**src/rtl/uart_rx_fifo_if.sv**
```systemverilog
// Read-side bundle of the UART receive FIFO.
// master = FIFO side, slave = consumer that pops bytes.
interface uart_rx_fifo_if #(
   parameter int FIFO_DEPTH = 8
);
   logic                          rd_en;
   logic [7:0]                    rd_data;
   logic                          rd_valid;
   logic [$clog2(FIFO_DEPTH):0]   fifo_count;

   modport master (
      input  rd_en,
      output rd_data,
      output rd_valid,
      output fifo_count
   );

   modport slave (
      output rd_en,
      input  rd_data,
      input  rd_valid,
      input  fifo_count
   );
endinterface

```
**src/rtl/uart_rx_fifo.sv**
```systemverilog
// 8N1 UART receiver: synchroniser, glitch-rejecting start,
// mid-bit sampling, framing check and a fall-through byte FIFO.
module uart_rx_fifo #(
   parameter int CLK_HZ     = 12000000,
   parameter int BAUD       = 115200,
   parameter int FIFO_DEPTH = 8
) (
   input  logic             clk,
   input  logic             rst_n,
   input  logic             rx,
   uart_rx_fifo_if.master   rd,
   output logic             frame_err,
   output logic             overrun,
   output logic             busy
);

   localparam int CPB  = CLK_HZ / BAUD;
   localparam int HALF = CPB / 2;
   localparam int CW   = $clog2(CPB);
   localparam int AW   = $clog2(FIFO_DEPTH);

   typedef enum logic [2:0] {
      WAIT_IDLE,
      IDLE,
      START,
      DATA,
      STOP
   } state_t;

   logic [1:0]    sync_q;
   state_t        state_q, state_d;
   logic [CW-1:0] cnt_q, cnt_d;
   logic [2:0]    bit_idx_q, bit_idx_d;
   logic [7:0]    shift_q, shift_d;
   logic          frame_err_q, frame_err_d;
   logic          busy_q, busy_d;
   logic          overrun_q, overrun_d;
   logic [AW:0]   wr_ptr_q, wr_ptr_d;
   logic [AW:0]   rd_ptr_q, rd_ptr_d;
   logic [7:0]    mem_q [FIFO_DEPTH];

   logic          rx_s;
   logic          half_end;
   logic          bit_end;
   logic          push;
   logic          pop;
   logic          wr;
   logic          empty;
   logic          full;
   logic [AW:0]   count;

   assign rx_s     = sync_q[1];
   assign half_end = (cnt_q == CW'(HALF - 1));
   assign bit_end  = (cnt_q == CW'(CPB - 1));

   always_comb begin
      state_d     = state_q;
      cnt_d       = cnt_q + CW'(1);
      bit_idx_d   = bit_idx_q;
      shift_d     = shift_q;
      frame_err_d = 1'b0;
      push        = 1'b0;
      unique case (state_q)
         // synchroniser reset values stay visible for two
         // cycles, so demand three consecutive highs
         WAIT_IDLE: begin
            if (!rx_s) begin
               cnt_d = '0;
            end else if (cnt_q == CW'(2)) begin
               state_d = IDLE;
            end
         end
         IDLE: begin
            cnt_d = '0;
            if (!rx_s) begin
               state_d = START;
            end
         end
         START: begin
            if (half_end) begin
               cnt_d = '0;
               if (rx_s) begin
                  state_d = IDLE;
               end else begin
                  state_d   = DATA;
                  bit_idx_d = 3'd0;
               end
            end
         end
         DATA: begin
            if (bit_end) begin
               cnt_d             = '0;
               shift_d[bit_idx_q] = rx_s;
               bit_idx_d         = bit_idx_q + 3'd1;
               if (bit_idx_q == 3'd7) begin
                  state_d = STOP;
               end
            end
         end
         STOP: begin
            if (bit_end) begin
               cnt_d = '0;
               if (rx_s) begin
                  push    = 1'b1;
                  state_d = IDLE;
               end else begin
                  frame_err_d = 1'b1;
                  state_d     = WAIT_IDLE;
               end
            end
         end
         default: state_d = WAIT_IDLE;
      endcase
      busy_d = (state_d != IDLE);
   end

   always_comb begin
      count     = wr_ptr_q - rd_ptr_q;
      empty     = (count == '0);
      full      = (count == (AW+1)'(FIFO_DEPTH));
      pop       = rd.rd_en && !empty;
      wr        = push && (!full || pop);
      overrun_d = push && full && !pop;
      wr_ptr_d  = wr_ptr_q + (AW+1)'(wr);
      rd_ptr_d  = rd_ptr_q + (AW+1)'(pop);
   end

   always_ff @(posedge clk) begin
      if (!rst_n) begin
         sync_q      <= 2'b11;
         state_q     <= WAIT_IDLE;
         cnt_q       <= '0;
         bit_idx_q   <= 3'd0;
         shift_q     <= 8'h00;
         frame_err_q <= 1'b0;
         busy_q      <= 1'b1;
         overrun_q   <= 1'b0;
         wr_ptr_q    <= '0;
         rd_ptr_q    <= '0;
      end else begin
         sync_q      <= {sync_q[0], rx};
         state_q     <= state_d;
         cnt_q       <= cnt_d;
         bit_idx_q   <= bit_idx_d;
         shift_q     <= shift_d;
         frame_err_q <= frame_err_d;
         busy_q      <= busy_d;
         overrun_q   <= overrun_d;
         wr_ptr_q    <= wr_ptr_d;
         rd_ptr_q    <= rd_ptr_d;
      end
   end

   always_ff @(posedge clk) begin
      if (rst_n && wr) begin
         mem_q[wr_ptr_q[AW-1:0]] <= shift_q;
      end
   end

   assign rd.rd_valid   = !empty;
   assign rd.fifo_count = count;
   assign rd.rd_data    = empty ? 8'h00
                                : mem_q[rd_ptr_q[AW-1:0]];
   assign frame_err     = frame_err_q;
   assign overrun       = overrun_q;
   assign busy          = busy_q;

endmodule
```
**src/flat_wrapper.sv**
```systemverilog
// flat-port wrapper written by rule: the top's interface ports become plain ports
module uart_rx_fifo_flat 
#(
   parameter int CLK_HZ     = 12000000,
   parameter int BAUD       = 115200,
   parameter int FIFO_DEPTH = 8
)
  (clk, rst_n, rx, frame_err, overrun, busy, rd_rd_en, rd_rd_data, rd_rd_valid, rd_fifo_count);
  uart_rx_fifo_if #(.FIFO_DEPTH(FIFO_DEPTH)) rd_i ();
  input  logic clk;
  input  logic rst_n;
  input  logic rx;
  output logic frame_err;
  output logic overrun;
  output logic busy;
  input wire logic [$bits(rd_i.rd_en)-1:0] rd_rd_en;
  output wire logic [$bits(rd_i.rd_data)-1:0] rd_rd_data;
  output wire logic [$bits(rd_i.rd_valid)-1:0] rd_rd_valid;
  output wire logic [$bits(rd_i.fifo_count)-1:0] rd_fifo_count;
  assign rd_i.rd_en = rd_rd_en;
  assign rd_rd_data = rd_i.rd_data;
  assign rd_rd_valid = rd_i.rd_valid;
  assign rd_fifo_count = rd_i.fifo_count;
  uart_rx_fifo #(.CLK_HZ(CLK_HZ), .BAUD(BAUD), .FIFO_DEPTH(FIFO_DEPTH)) u_core (.clk(clk), .rst_n(rst_n), .rx(rx), .rd(rd_i), .frame_err(frame_err), .overrun(overrun), .busy(busy));
endmodule
```
**config.mk**
```make
export PLATFORM = sky130hd
export DESIGN_NAME = uart_rx_fifo_flat
export DESIGN_NICKNAME = d
export VERILOG_FILES = /design/src/rtl/uart_rx_fifo_if.sv /design/src/rtl/uart_rx_fifo.sv /design/src/flat_wrapper.sv
export SDC_FILE = /design/constraint.sdc
export NUM_CORES = 1
export LEC_CHECK = 0
export ABC_AREA = 0
export CAP_MARGIN = 20
export CORE_MARGIN = 10
export CORE_UTILIZATION = 67
export CTS_BUF_LIST = sky130_fd_sc_hd__clkbuf_4
export CTS_CLUSTER_DIAMETER = 30
export DETAILED_ROUTE_END_ITERATION = 10
export PLACE_DENSITY = 0.87
export SYNTH_ARGS = -nofsm -noshare
export SYNTH_HDL_FRONTEND = slang
export SYNTH_SLANG_ARGS = --single-unit
```
**constraint.sdc**
```tcl
create_clock -name clk -period 5.9 [get_ports clk]
set_input_delay 0.59 -clock clk [delete_from_list [all_inputs] [get_ports clk]]
set_output_delay 0.59 -clock clk [all_outputs]
set_load 0.01 [all_outputs]
```
# Yosys cells after proc, flatten, opt, wreduce, memory -nomap -nowiden
# Memories as Yosys holds them, arrays and structs flattened. A register that Yosys moved wholly into a read port is not among the register bits.
# Cells that the tools add are included.
word_totals:
  output_inout_bits: 16
  reg_bits: 34
  input_bits: 4
  mem_bits_rw: 64
  wordCells: 77
  n_memories: 1
op_classes:
  n_eq_ne: 13
  muxes: 29
  magnitude_cmp: 2
  addsub: 5
  reduce_logical: 17
memory_table:
  columns: ["name", "words", "width", "read_ports", "rd_ports_with_merged_regs", "wr", "line_no", "text"]
  rows:
  - ["u_core.mem_q", 8, 8, 1, 1, 1, "uart_rx_fifo.sv:40", "logic [7:0] mem_q [FIFO_DEPTH];"]
ops:
  columns: ["operator", "count"]
  rows:
  - ["$mux 3", 11]
  - ["$pmux 7 s4", 1]
  - ["$mux 7", 3]
  - ["$pmux 3 s5", 1]
  - ["$add 4x1->4", 2]
  - ["$bwmux 8", 1]
  - ["$mux 1", 8]
  - ["$mux 8", 1]
  - ["$add 7x1->7 const B", 1]
  - ["$eq 7x2->1 const B", 1]
  - ["$eq 7x6->1 const B", 1]
  - ["$eq 7x7->1 const B", 1]
  - ["$eq 3x2->1 const B", 2]
  - ["$eq 3x3->1 const B", 2]
  - ["$logic_and 1x1->1", 6]
  - ["$pmux 3 s2", 1]
  - ["$eq 4x4->1 const B", 1]
  - ["$logic_not 4->1", 1]
  - ["$lt 3x4->1 const B", 1]
  - ["$ne 2x1->1 const B", 2]
  - ["$reduce_and 4->1", 1]
  - ["$sub 4x4->4", 1]
  - ["$add 3x1->3 const B", 1]
  - ["$demux 1 s3", 1]
  - ["12 further kinds", 14]

# Logic depth before layout (Yosys ltp)
logic_depth:
  depth_word: 9
  ltp_mapped: 13
  depth_no_buf: 12

# Least setup slack after synthesis
# No wires, ideal clock.
synth_timing:
  path_type: "reg-to-reg"
  from: "reg u_core.rd_ptr_q[1]"
  to: "reg u_core.rd_ptr_q[2]"
  path_buffers: 2
  slack_ns: 2.548
  synth_period_minus_slack_ns: 3.352
  setup_time_ns: 0.115
  required_time_ns: 5.785
  t_arrival_ns: 3.237
  stages_incl_launch_ff: 13
  path_cell_list: "dfxtp_1 clkbuf_1 clkbuf_1 inv_1 fa_1 xor2_1 or3_1 a21oi_1 nor2b_1 ha_1 ha_1 xor2_1 and2_1"
synth_between:
  elab_chain_len: 5
synth_rtl:
  columns: ["item", "line_no", "text"]
  rows:
  - ["start: declaration", "uart_rx_fifo.sv:39", "logic [AW:0] rd_ptr_q, rd_ptr_d;"]
  - ["start signal: assignment", "uart_rx_fifo.sv:150", "rd_ptr_q <= rd_ptr_d;"]
  - ["$sub 4x4->4", "uart_rx_fifo.sv:118", "count = wr_ptr_q - rd_ptr_q;"]
  - ["named net rd_fifo_count[2]", "flat_wrapper.sv:19", "output wire logic [$bits(rd_i.fifo_count)-1:0] rd_fifo_count;"]
  - ["$logic_not 4->1", "uart_rx_fifo.sv:119", "empty = (count == '0);"]
  - ["$logic_not 1->1", "uart_rx_fifo.sv:121", "pop = rd.rd_en && !empty;"]
  - ["$logic_and 1x1->1", "uart_rx_fifo.sv:121", null]
  - ["$add 4x1->4", "uart_rx_fifo.sv:125", "rd_ptr_d = rd_ptr_q + (AW+1)'(pop);"]
# The timed path passes the listed nets, and every way through them passes these cells.
# A chain may end at the register's enable or synchronous reset.

# Worst setup path in the final report
layout_timing:
  from: "reg u_core.rd_ptr_q[1]"
  to: "out rd_rd_valid"
layout_between:
  elab_chain_len: 3
layout_rtl:
  columns: ["item", "line_no", "text"]
  rows:
  - ["$sub 4x4->4", "uart_rx_fifo.sv:118", null]
  - ["$logic_not 4->1", "uart_rx_fifo.sv:119", null]
  - ["$logic_not 1->1", "uart_rx_fifo.sv:160", "assign rd.rd_valid = !empty;"]
  - ["end: declaration", "flat_wrapper.sv:18", "output wire logic [$bits(rd_i.rd_valid)-1:0] rd_rd_valid;"]
# Every way passes these cells.

==> run_results.csv <==
group,metric,value,unit
status,status,"complete, no violations",
yosys,synth_top_area_share,45.74,%
yosys,synthXorXnorAreaFrac,2.710,%
timing,setup_repair_after_global_routing_missed_its_margin,"no",
global_routing,antenna_found_initial,0,
critical_path,cp_slowest_cell,"sky130_fd_sc_hd__dfxtp_1",
global_routing,globalRoute.totalOverflow,0,
timing,maximum_clock_frequency,223.3,MHz
detailed_routing,detailroute.wirelength.met3,499,um
timing,slew_viol_final,0,
timing,finalClockSkew,16.79,ps
critical_path,worstSetupEndpointType,"output port",
yosys,synth.largest_area_cell,"sky130_fd_sc_hd__edfxtp_1",
cells_and_area,antenna_cells,0,
yosys,synthesized_area_fraction_occupied_by_and_or_nand_nor_cells,12.98,%
timing,final.setup.tns,0,ps
place,placed_area,4437,um2
clock_network,ctsLongestPathBuffers,2,
clock_network,numClockSinks,98,
critical_path,crit_chain,"inv_1 > fa_1 > xor2_1 > or3_1 > a21oi_1 > inv_1 > clkdlybuf4s50_1",
place,place_ws,1942,ps
power,cellPowerDensity,295.0,nW/um2
floorplanning,starting_density_of_the_core,70.13,%
power,total_power,1.359,mW
cells_and_area,fillerInstances,352,
clock_network,cts.hold.buffers_added,0,
global_routing,grt_pass1_wl,12940,um
timing,period_needed,4478,ps
yosys,synth_async_sr_flop_share,0,%
clock_network,cts_max_level,3,
clock_network,cts_setup_buffers,0,
floorplanning,die-height,99.19,um
critical_path,criticalPathCategory,"flop to output port",
clock_network,cts_root_buf,"sky130_fd_sc_hd__clkbuf_4",
timing,finalCritPeriodShare,75.90,%
power,irDropWorstVdd,0.2374,mV
place,gpl.final_weighted_congestion,0.8246,
timing,number_of_hold_violations_in_the_final_report,0,
yosys,synth_seq_cells,98,
global_routing,gr-usage-all-layers,16.38,%
yosys,post_synth_adder_cell_area,3.752,%
floorplanning,floorplan.io_pins,20,
global_routing,grt_max_degree,31,
detailed_routing,num_vias,2485,
timing,timing.final.ws_setup,1422,ps
yosys,synth_compound_area_share,6.045,%
timing,relSlewSlack,35.66,%
critical_path,cp_max_fo,19,
critical_path,reg2reg_slack,2150,ps
detailed_routing,detail_route.first_pass.iterations,5,
place,hpwl,5340,um
detailed_routing,drt_iter0_markers,128,
detailed_routing,met2RoutedLength,4026,um
critical_path,arrival,3890,ps
yosys,synth-warning-count,0,
run,max_cap_violations,0,
cells_and_area,finalCoreUtilization,76.90,%
global_routing,grt_pass1_vias,2564,
yosys,mapped_nets,323,
timing,final_setup_viols,0,
yosys,synthCells,307,
floorplanning,die_w,99.19,um
yosys,netlist_area,4202,um2
detailed_routing,post-route-drc-count,0,
timing,worst_slew_pin_slew,962.0,ps
cells_and_area,final_net_count,342,
yosys,number_of_library_cell_types_mapped_by_synthesis,47,
clock_network,cts-resized-gates,0,
detailed_routing,drt-total-wl,7860,um
place,portBuffers,19,
clock_network,tritoncts,"done",
yosys,synth-edff-count,64,
detailed_routing,wirelength_met1,3229,um
clock_network,cts_made_buffers,9,
detailed_routing,ant_nets,0,
clock_network,worst_setup_hold_path_clk_slew,140,ps
critical_path,timing.critical_path.slowest_cell_delay,920,ps
critical_path,cp_common_cell,"sky130_fd_sc_hd__inv_1",
floorplanning,die-area,9839,um2
detailed_routing,top_layer,"met4",
yosys,synth_seq_area_share,61.94,%
yosys,dominant_combinational_cell_family_by_area_after_synthesis,"simple AND/OR/NAND/NOR gates",
critical_path,cp-start-kind,"flop",
yosys,synthesis.area_per_instance,13.69,um2
cells_and_area,flow.area_growth_from_synthesis,9.649,%
critical_path,critPathRequiredTime,5310,ps
floorplanning,row_count,28,
power,power.static_leakage,1.777,nW
yosys,synth_flop_cell,"sky130_fd_sc_hd__edfxtp_1",
min_path,hold_path.class,"flop to flop",
cells_and_area,postLayoutCellArea,4607,um2
floorplanning,coreArea,5991,um2
detailed_routing,via_per_inst,6.121,
yosys,mux_contribution_to_synthesized_area,10.24,%
detailed_routing,drt-wirelength-per-cell,19.36,um
clock_network,clk-insertion-delay-late,440,ps
yosys,synth_area_leaders,"sky130_fd_sc_hd__edfxtp_1 (46%), sky130_fd_sc_hd__dfxtp_1 (16%), sky130_fd_sc_hd__mux4_2 (8.6%), sky130_fd_sc_hd__ha_1 (3.3%), sky130_fd_sc_hd__nand2_1 (2.7%)",
cells_and_area,post_route_cells_drive_above_1_share,12.39,%
-- worst max-delay path, delay by kind of cell, from the launching register on --
kind                       cells  cell delay, ps
buffers and inverters          3             870
DFF                            1             920
and+or+nand+nor                1             330
adders and majority gates      1             480
AOI/OAI and AO/OA              1             700
xor gates and xnor gates       1             160
-- metal layers --
| layer | global-route usage (%) | vias up |
|---|---|---|
| met2 | 27.56 | 80 |
| met3 | 4.014 | 15 |
| met1 | 19.99 | 1205 |
| met5 | 0 | - |
| met4 | 5.954 | 0 |
| li1 | - | 1185 |
-- cell usage after synthesis, types with 2 or more instances --
cell and instances:
sky130_fd_sc_hd__nor3b_1 6, sky130_fd_sc_hd__xor2_1 8, sky130_fd_sc_hd__nor2_1 13, sky130_fd_sc_hd__nand4_1 3, sky130_fd_sc_hd__nor3_1 3, sky130_fd_sc_hd__edfxtp_1 64
sky130_fd_sc_hd__clkbuf_1 9, sky130_fd_sc_hd__xnor2_1 5, sky130_fd_sc_hd__mux4_2 16, sky130_fd_sc_hd__and4_1 2, sky130_fd_sc_hd__ha_1 11, sky130_fd_sc_hd__and2_1 10
sky130_fd_sc_hd__dfxtp_1 34, sky130_fd_sc_hd__nor2b_1 7, sky130_fd_sc_hd__and3b_1 3, sky130_fd_sc_hd__nand2_1 30, sky130_fd_sc_hd__nand3_1 11, sky130_fd_sc_hd__mux2i_1 7
sky130_fd_sc_hd__inv_1 8, sky130_fd_sc_hd__nand3b_1 3, sky130_fd_sc_hd__o21ai_0 5, sky130_fd_sc_hd__a31oi_1 2, sky130_fd_sc_hd__and3_1 2, sky130_fd_sc_hd__o31ai_1 2
sky130_fd_sc_hd__a21oi_1 11, sky130_fd_sc_hd__o311a_1 3, sky130_fd_sc_hd__nand2b_1 3, sky130_fd_sc_hd__buf_2 6, sky130_fd_sc_hd__nor3b_2 2
-- sequential cells by signal, indices dropped and copies added (netlist names) --
register,cells
u_core.mem_q,64
u_core.shift_q,8
u_core.cnt_q,7
u_core.rd_ptr_q,4
u_core.wr_ptr_q,4
u_core.bit_idx_q,3
u_core.state_q,3
u_core.sync_q,2
u_core.busy,1
u_core.frame_err,1
u_core.overrun,1
-- worst paths after layout --
| check | from | endpoint | cells past startpoint |
|---|---|---|---|
| max | u_core.rd_ptr_q[1] | rd_rd_valid | 7 |
| min | u_core.sync_q[0] | u_core.sync_q[1] | 1 |
| max reg2reg | u_core.rd_ptr_q[1] | u_core.rd_ptr_q[2] | 10 |
| min reg2reg | u_core.sync_q[0] | u_core.sync_q[1] | 1 |
-- power by group --
part	leakage, nW	internal [mW]	total (mW)	switching [mW]
Combinational	0.668	0.100	0.222	0.122
Clock	0.0893	0.185	0.387	0.203
Sequential	1.02	0.730	0.749	0.0191
Total	1.78	1.02	1.36	0.344
-- final cells by class --
type                            count  area [um2]  share of cell area, %
Sequential cell                    98        2603                  56.49
Multi-Input combinational cell    185        1501                  32.59
Timing Repair Buffer               23       217.7                  4.726
Tap cell                           75       93.84                  2.037
Clock buffer                       12       90.09                  1.955
Clock inverter                      4       67.56                  1.467
Inverter                            9       33.78                 0.7333
-- placed cells by master, fill, tap and decap left out, drive strengths merged, types with 5 or more instances in the layout --
cell type,netlist,routed
mux2i,7,7
nor3b,8,8
inv,8,9
nor2,13,13
nand2,30,30
clkdlybuf4s50,0,19
xnor2,5,5
o21ai,6,6
nand3,11,11
a21oi,11,11
clkbuf,9,13
edfxtp,64,64
xor2,8,8
and2,10,10
dfxtp,34,34
mux4,16,16
nor2b,7,7
ha,11,11
-- cells by family after synthesis --
group                      after synthesis
xor gates and xnor gates                13
and+or+nand+nor                        101
buffers and inverters                   24
adders and majority gates               12
DFF                                     98
AOI/OAI and AO/OA                       36
muxes                                   23
-- through the flow --
stage	hold WS [ps]	cells
finish	444.5	406
global route	476.9	406
CTS	448.2	404
detailed placement	419.1	388
global placement	400.9	388
floorplan	386.3	307
No activity file was read; power rests on OpenSTA's default activity.
